<file path="src/rtl/loader_pkg.sv">
// Shared types and constants for the boot-time program loader.
package loader_pkg;

    typedef enum logic [2:0] {IDLE, HDR, DATA, WR, RUN, ERR} loader_state_t;

    localparam int BYTES_PER_WORD = 4;

endpackage

</file>
<file path="src/rtl/program_loader_word_assembler.sv">
// Packs an MSB-first byte stream into instruction words and flags the last byte of each word.
module word_assembler
    import loader_pkg::*;
#(
    parameter int DATA_W = 8 * BYTES_PER_WORD
) (
    input  logic              clk,
    input  logic              clr_n,
    input  logic              shift_en,
    input  logic [7:0]        byte_in,
    input  logic              clear,
    output logic [DATA_W-1:0] word_out,
    output logic              last_byte
);

    localparam int CNT_W = $clog2(BYTES_PER_WORD);

    logic [DATA_W-1:0] word_q, word_d;
    logic [CNT_W-1:0]  byte_cnt_q, byte_cnt_d;

    always_comb begin
        word_d     = word_q;
        byte_cnt_d = byte_cnt_q;
        if (clear) begin
            word_d     = '0;
            byte_cnt_d = '0;
        end else if (shift_en) begin
            word_d     = {word_q[DATA_W-9:0], byte_in};
            byte_cnt_d = byte_cnt_q + CNT_W'(1);
        end
    end

    always_ff @(posedge clk or negedge clr_n) begin
        if (!clr_n) begin
            word_q     <= '0;
            byte_cnt_q <= '0;
        end else begin
            word_q     <= word_d;
            byte_cnt_q <= byte_cnt_d;
        end
    end

    // Post-shift view, so the word is complete in the same cycle its last byte arrives.
    assign word_out  = word_d;
    assign last_byte = (byte_cnt_q == CNT_W'(BYTES_PER_WORD - 1));

endmodule

</file>
<file path="src/rtl/program_loader.sv">
// Boot-time loader: streams a length-prefixed byte program into instruction memory
// and holds the processor in clear until the last word is written.
//
// state | meaning
// IDLE  | out of reset, waiting for start; cpu held in clear
// HDR   | waiting for the word-count byte
// DATA  | shifting program bytes into the assembler
// WR    | single-cycle write of the assembled word
// RUN   | program loaded, cpu released
// ERR   | header was zero or too large; cpu held in clear
module program_loader
    import loader_pkg::*;
#(
    parameter int ADDR_W    = 8,
    parameter int DATA_W    = 32,
    parameter int MAX_WORDS = 64
) (
    input  logic              clk,
    input  logic              clr_n,
    input  logic              start,
    input  logic              in_valid,
    input  logic [7:0]        in_byte,
    output logic              in_ready,
    output logic              imem_wen,
    output logic [ADDR_W-1:0] imem_addr,
    output logic [DATA_W-1:0] imem_data,
    output logic              cpu_clr,
    output logic              done,
    output logic              error
);

    localparam int IDX_W = $clog2(MAX_WORDS);

    loader_state_t     state_q, state_d;
    logic [IDX_W-1:0]  word_idx_q, word_idx_d;
    logic [IDX_W-1:0]  last_idx_q, last_idx_d;
    logic              in_ready_q, in_ready_d;
    logic              imem_wen_q, imem_wen_d;
    logic [ADDR_W-1:0] imem_addr_q, imem_addr_d;
    logic [DATA_W-1:0] imem_data_q, imem_data_d;
    logic              cpu_clr_q, cpu_clr_d;
    logic              done_q, done_d;
    logic              error_q, error_d;

    logic              xfer;
    logic              asm_clear;
    logic              asm_shift;
    logic              asm_last;
    logic [DATA_W-1:0] asm_word;

    word_assembler #(.DATA_W(DATA_W)) u_asm (
        .clk       (clk),
        .clr_n     (clr_n),
        .shift_en  (asm_shift),
        .byte_in   (in_byte),
        .clear     (asm_clear),
        .word_out  (asm_word),
        .last_byte (asm_last)
    );

    assign xfer = in_valid && in_ready_q;

    always_comb begin
        state_d    = state_q;
        word_idx_d = word_idx_q;
        last_idx_d = last_idx_q;
        asm_clear  = 1'b0;
        asm_shift  = 1'b0;

        case (state_q)
            IDLE, RUN, ERR: begin
                if (start) state_d = HDR;
            end
            HDR: begin
                if (xfer) begin
                    if (in_byte == 8'd0 || int'(in_byte) > MAX_WORDS) begin
                        state_d = ERR;
                    end else begin
                        // Keep N-1 so the end test fits word_idx width even at N == MAX_WORDS.
                        last_idx_d = IDX_W'(in_byte - 8'd1);
                        word_idx_d = '0;
                        asm_clear  = 1'b1;
                        state_d    = DATA;
                    end
                end
            end
            DATA: begin
                if (xfer) begin
                    asm_shift = 1'b1;
                    if (asm_last) state_d = WR;
                end
            end
            WR: begin
                if (word_idx_q == last_idx_q) begin
                    state_d = RUN;
                end else begin
                    word_idx_d = word_idx_q + IDX_W'(1);
                    state_d    = DATA;
                end
            end
            default: state_d = IDLE;
        endcase

        in_ready_d  = (state_d == HDR) || (state_d == DATA);
        imem_wen_d  = (state_d == WR);
        cpu_clr_d   = (state_d != RUN);
        done_d      = (state_d == RUN);
        error_d     = (state_d == ERR);
        imem_addr_d = imem_addr_q;
        imem_data_d = imem_data_q;
        if (state_d == WR) begin
            imem_addr_d = ADDR_W'({word_idx_q, 2'b00});
            imem_data_d = asm_word;
        end
    end

    always_ff @(posedge clk or negedge clr_n) begin
        if (!clr_n) begin
            state_q     <= IDLE;
            word_idx_q  <= '0;
            last_idx_q  <= '0;
            in_ready_q  <= 1'b0;
            imem_wen_q  <= 1'b0;
            imem_addr_q <= '0;
            imem_data_q <= '0;
            cpu_clr_q   <= 1'b1;
            done_q      <= 1'b0;
            error_q     <= 1'b0;
        end else begin
            state_q     <= state_d;
            word_idx_q  <= word_idx_d;
            last_idx_q  <= last_idx_d;
            in_ready_q  <= in_ready_d;
            imem_wen_q  <= imem_wen_d;
            imem_addr_q <= imem_addr_d;
            imem_data_q <= imem_data_d;
            cpu_clr_q   <= cpu_clr_d;
            done_q      <= done_d;
            error_q     <= error_d;
        end
    end

    assign in_ready  = in_ready_q;
    assign imem_wen  = imem_wen_q;
    assign imem_addr = imem_addr_q;
    assign imem_data = imem_data_q;
    assign cpu_clr   = cpu_clr_q;
    assign done      = done_q;
    assign error     = error_q;

endmodule

</file>
<file path="config.mk">
export PLATFORM = sky130hd
export DESIGN_NAME = program_loader
export DESIGN_NICKNAME = d
export VERILOG_FILES = /design/src/rtl/loader_pkg.sv /design/src/rtl/program_loader_word_assembler.sv /design/src/rtl/program_loader.sv
export SDC_FILE = /design/constraint.sdc
export NUM_CORES = 1
export LEC_CHECK = 0
export ABC_CLOCK_PERIOD_IN_PS = 4900
export CAP_MARGIN = 10
export CORE_ASPECT_RATIO = 1.75
export CORE_MARGIN = 1.5
export CORE_UTILIZATION = 35
export DETAILED_ROUTE_END_ITERATION = 10
export PLACE_DENSITY = 0.55
export SETUP_SLACK_MARGIN = 0.05
export SYNTH_ARGS = -nofsm -noshare
export SYNTH_HDL_FRONTEND = slang
export SYNTH_HIERARCHICAL = 1
export SYNTH_SLANG_ARGS = --single-unit
</file>
<file path="constraint.sdc">
create_clock -name clk -period 4.9 [get_ports clk]
set_input_delay 1.225 -clock clk [delete_from_list [all_inputs] [get_ports clk]]
set_output_delay 1.225 -clock clk [all_outputs]
set_load 0.01 [all_outputs]
</file>
== Word level (Yosys, flattened, before mapping) ==
Index checks and enable logic that the tools add are counted.
W data, S select, Z words.
Cells by class
  add/sub/neg operators: 3
  $mul: 0
  divide/modulo/power cells: 0
  order comparisons: 1
  equal/unequal tests: 16
  shifts and indexed selects: 0
  multiplexer cells: 20
  bitwise operators: 1
  reductions and logical operators: 10
Operators with widths (count)
  $mux W32: 2
  $mux W3: 6
  $mux W6: 3
  $eq A3 B2 Y1 const B: 4
  $eq A3 B3 Y1 const B: 4
  $pmux W3 S4: 1
  $pmux W6 S2: 1
  $gt A8 B7 Y1 const B: 1
  $logic_not A8 Y1: 1
  $add A6 B1 Y6 const B: 1
  $eq A3 B1 Y1 const B: 2
  $eq A6 B6 Y1: 1
  $ne A2 B2 Y1 const B: 3
  $sub A6 B1 Y6 const B: 1
  $mux W1: 5
  $mux W2: 2
  $reduce_and A4 Y1: 1
  $reduce_bool A2 Y1: 2
  $logic_not A3 Y1: 1
  $ne A3 B3 Y1 const B: 1
  $reduce_and A3 Y1: 1
  $reduce_or A3 Y1: 1
  $add A2 B1 Y2 const B: 1
  $eq A2 B2 Y1 const B: 1
  other kinds (3): 4
Word-level totals
  flip-flop bits (word level): 92
  bits in latches: 0
  RAM bits: 0
  bits in read-only memories: 0
  bits of input ports: 12
  output and inout bits: 45
  logic and storage cells: 63
  memories kept: 0

== Longest topological paths before layout ==
  word-level depth: 7
  depth in mapped cells: 11

== By module ==
Netlist, hierarchy kept.
By module, submodules not included
  program_loader: instances 1, cells each 263, area each 2453.6 um^2
  word_assembler: instances 1, cells each 111, area each 1421.4 um^2

== Least setup slack after synthesis ==
OpenSTA, ideal clock, no wires.
  path kind: input to register
  from: input in_byte[0]
  to: register imem_data_q[18], in the netlist imem_data[18]
  data arrival time: 3.116 ns
  path slack: 1.718 ns
  stages on the path: 11
  cells stage by stage: inv_1 > ha_1 > or4b_4 > or3_4 > nand4b_2 > inv_1 > buf_2 > clkbuf_1 > nor2_1 > nand2_1 > nand2_1
Between the ends
  word-level cells in the longest chain between the ends: 6
  elaborated cells on any way between the ends: 11
  classes of those cells: order compare (1); eq/ne (1); mux (7); reduce/logical (2)
Ends and longest elaborated chain
  start: declaration: line program_loader.sv:22  | input logic [7:0] in_byte,
  $gt A8 B7 Y1 or $logic_not A8 Y1 (tied branches): line program_loader.sv:76  | if (in_byte == 8'd0 || int'(in_byte) > MAX_WORDS) begin
  $logic_or A1 B1 Y1 *: line program_loader.sv:76
  $mux W1 *: line program_loader.sv:76
  $mux W1 *: line program_loader.sv:75  | if (xfer) begin
  $mux W1 *: line program_loader.sv:70  | case (state_q)
  via asm_clear: line program_loader.sv:46  | logic asm_clear;
  $mux W32 *: line program_loader_word_assembler.sv:24  | if (clear) begin
  via asm_word[18]: line program_loader.sv:49  | logic [DATA_W-1:0] asm_word;
  end signal: assignment: line program_loader.sv:136  | imem_data_q <= imem_data_d;
  end: declaration: line program_loader.sv:40  | logic [DATA_W-1:0] imem_data_q, imem_data_d;
The timed path passes the listed nets; every way through them passes the cells marked *.
A chain may end at the register's enable or synchronous reset.

== Worst setup path in the final report ==
  from: input in_byte[0]
  to: register imem_data_q[27], in the netlist imem_data[27]
The elaborated chain is that of the path after synthesis.

==> results.yml <==
placed_design:
  portBuffers: 54
  hpwl_mm: 5.61
  dp_slack_ps: 679
  dp.cells: 545
  place_congestion: 0.882
synthesis:
  yosysMostFrequentCell: "nand2_1"
  synth_top_area_share_pct: 58.8
  synth_edf_count: 0
  synth_seq_cells: 92
  synthTopCellsByCount: "nand2_1 (125), dfrtp_1 (91), nor2_1 (40)"
  yosys.area.top_type: "dfrtp_1"
  synthArstFlopShare_pct: 100
  syn_avg_cell_area_um2: 10.4
  synth_area_mm2: 0.00387
  yosysSeqAreaShare_pct: 59.4
  synthFlopType: "dfrtp_1"
  postSynthCellCount: 374
  yosysUniqueCellTypes: 40
  synth.area.top_cells: "dfrtp_1 (59%), nand2_1 (12%), mux2i_1 (8.5%)"
  ys_warn_count: 6
layout:
  final_util_pct: 44.5
  register_area_mm2: 0.00230
  diodes: 0
  drive_above_1_share_pct: 6.50
  nets: 441
  fillers: 1072
  fin_cells: 561
  synthToLayoutAreaGrowth_pct: 23.5
  multi_input_area_mm2: 0.00142
sta:
  timing.final.max_slew_violations: 0
  fin_crit_ps: 3850
  finalSetupViolCount: 0
  tns_ps: 0
  post-route-period-util_pct: 78.6
  worst_pin_slew_ps: 837
  setup_slack_ps: 1050
  fin_hold_ws_ps: 473
  clock_skew_ps: 8.13
  slew_headroom_pct: 44.2
  fmax_mhz: 260
  hold_viol_final: 0
  rsz0062_at_grt: "no"
floorplanning:
  die_w_um: 82.5
  io_pins: 57
  rows: 50
  dieArea_mm2: 0.0117
  core_area_mm2: 0.0108
  start_util_pct: 36.0
  die_h_um: 142
power_and_ir_drop:
  total_leakage_power_nw: 2.30
  p_per_area_mw_per_mm2: 637
  max-vdd-ir-drop_uv: 285
setup_path:
  worstSetupPathType: "in2reg"
  cp_max_fo: 27
  critPathMaxStageDelay_ps: 490
  cp_cell_sequence: "clkdlybuf4s50_1 > inv_1 > ha_1 > or4b_4 > o21ai_2 > nand4b_2 > inv_1 > buf_4 > nor2_1 > nand2_1 > nand2_1"
  reg2reg_depth: 8
  arrival_ps: 4070
  critical_path_required_ps: 5120
  r2r_slack_ps: 2440
  start_kind: "primary input"
  critical_path.slowest_cell: "or4b_4"
  crit_start: "in_byte[0]"
  cp-end-kind: "flip-flop"
  r2r_end: "imem_data[27]"
  cp-endpoint: "imem_data[27]"
  reg2reg_from: "state_q[2]"
detailed_routing:
  drc_errors: 0
  vias_per_cell: 4.73
  drtIter0Drc: 106
  ant_nets: 0
  avgRoutedWirePerCell_um: 14.8
  drt_wl_total_mm: 8.30
  vias: 2656
  drt_pass1_iterations: 4
grt:
  grt_pass1_vias: 2717
  gr-total-overflow: 0
  grt_pass1_wl_mm: 13.8
  grt_start_max_net_pins: 68
  grt_use_total_pct: 15.8
  antenna_found_initial: 0
cts:
  clk_path_buf_depth: 2
  cts.repair.resized: 0
  htreeDepth: 3
  numCtsBuffers: 9
  clock_latency_ps: 340
  cts_tree: "yes"
  clkTransAtPathRegs_ps: 60
  post-cts-setup-buffer-count: 0
  cts_root_buf: "clkbuf_16"
  hold_buffers: 0
  cts.sinks: 92
min_path:
  min_from: "imem_data[29]"
  min_path_type: "reg2reg"
run_status:
  run_status: "completed"
flow_run:
  maxCapViolCount: 0
## layer usage
metal | GRT usage, % | vias to the layer above | routed length (um)
met1 | 19.2 | 1275 | 3480
met4 | 8.16 | 0 | 245
li1 | - | 1312 | -
met5 | 0 | - | 0
met2 | 26.2 | 55 | 4330
met3 | 2.56 | 14 | 247
## logic make-up (layout without fill, tap and decap cells)
logic type / count (synthesis) / count (layout) / share of synthesized area, %
compound gates: 21 / 21 / 3.62
fa+ha+maj: 3 / 3 / 0.969
other cells: 1 / 2 / 0.0968
mux: 33 / 33 / 8.52
flops: 92 / 92 / 59.4
buf+inv: 25 / 81 / 4.17
simple gates: 185 / 185 / 20.0
xor+xnor: 14 / 14 / 3.16
## cell type report
class | count | area share (%)
tap | 130 | 3.40
inverter | 6 | 0.470
clock buffer | 13 | 5.23
timing repair buffer | 59 | 12.3
sequential | 92 | 48.1
multi-input combinational | 258 | 29.7
clock inverter | 3 | 0.836
## per-stage QoR
stage / area, um2 / power [mW]
6_report: 4790 / 3.05
3_5_place_dp: 4500 / 2.39
4_1_cts: 4790 / 3.10
2_1_floorplan: 3880 / 1.92
5_1_grt: 4790 / 3.27
3_3_place_gp: 4500 / 2.38
## layout by cell type, fill, tap and decap left out, types with 2 or more instances in the layout
master and n:
and3_1 2, and4_1 3, buf_4 5, clkbuf_1 3, clkbuf_16 9, clkdlybuf4s50_1 53
clkinv_2 2, conb_1 2, dfrtp_1 91, ha_1 3, inv_1 6, mux2i_1 33
nand2_1 125, nand3_1 3, nor2_1 40, o21ai_0 12, xnor2_1 9, xor2_1 5
## worst max-delay path, delay by kind of cell
| kind | cells | cell delay (ps) |
|---|---|---|
| AOI/OAI and AO/OA | 1 | 160 |
| adders and majority gates | 1 | 200 |
| and+or+nand+nor | 5 | 1120 |
| buffers and inverters | 4 | 1360 |
## worst min-delay path by stage
| stage | endpoint | cells after the start |
|---|---|---|
| after floorplan | last_idx_q[3] | 2 |
| after global placement | imem_addr[6] | 2 |
| after detailed placement | imem_data[2] | 2 |
| after CTS | imem_data[21] | 2 |
| after global routing | imem_addr[6] | 2 |
| final | imem_data[29] | 2 |
## state kept, by name, indices dropped and copies added, names as in the netlist
| register | cells |
|---|---|
| u_asm/word_q | 32 |
| imem_wen | 1 |
| in_ready | 1 |
| last_idx_q | 6 |
| imem_addr | 6 |
| u_asm/byte_cnt_q | 2 |
| state_q | 3 |
| done | 1 |
| error | 1 |
| word_idx_q | 6 |
| imem_data | 32 |
| cpu_clr | 1 |
## where the power goes
| part | internal [mW] | total [mW] | switching (mW) |
|---|---|---|---|
| sequential | 1.09 | 1.30 | 0.214 |
| clock | 0.408 | 0.686 | 0.278 |
| combinational | 0.526 | 1.06 | 0.536 |
(Power assumes the default switching activity.)
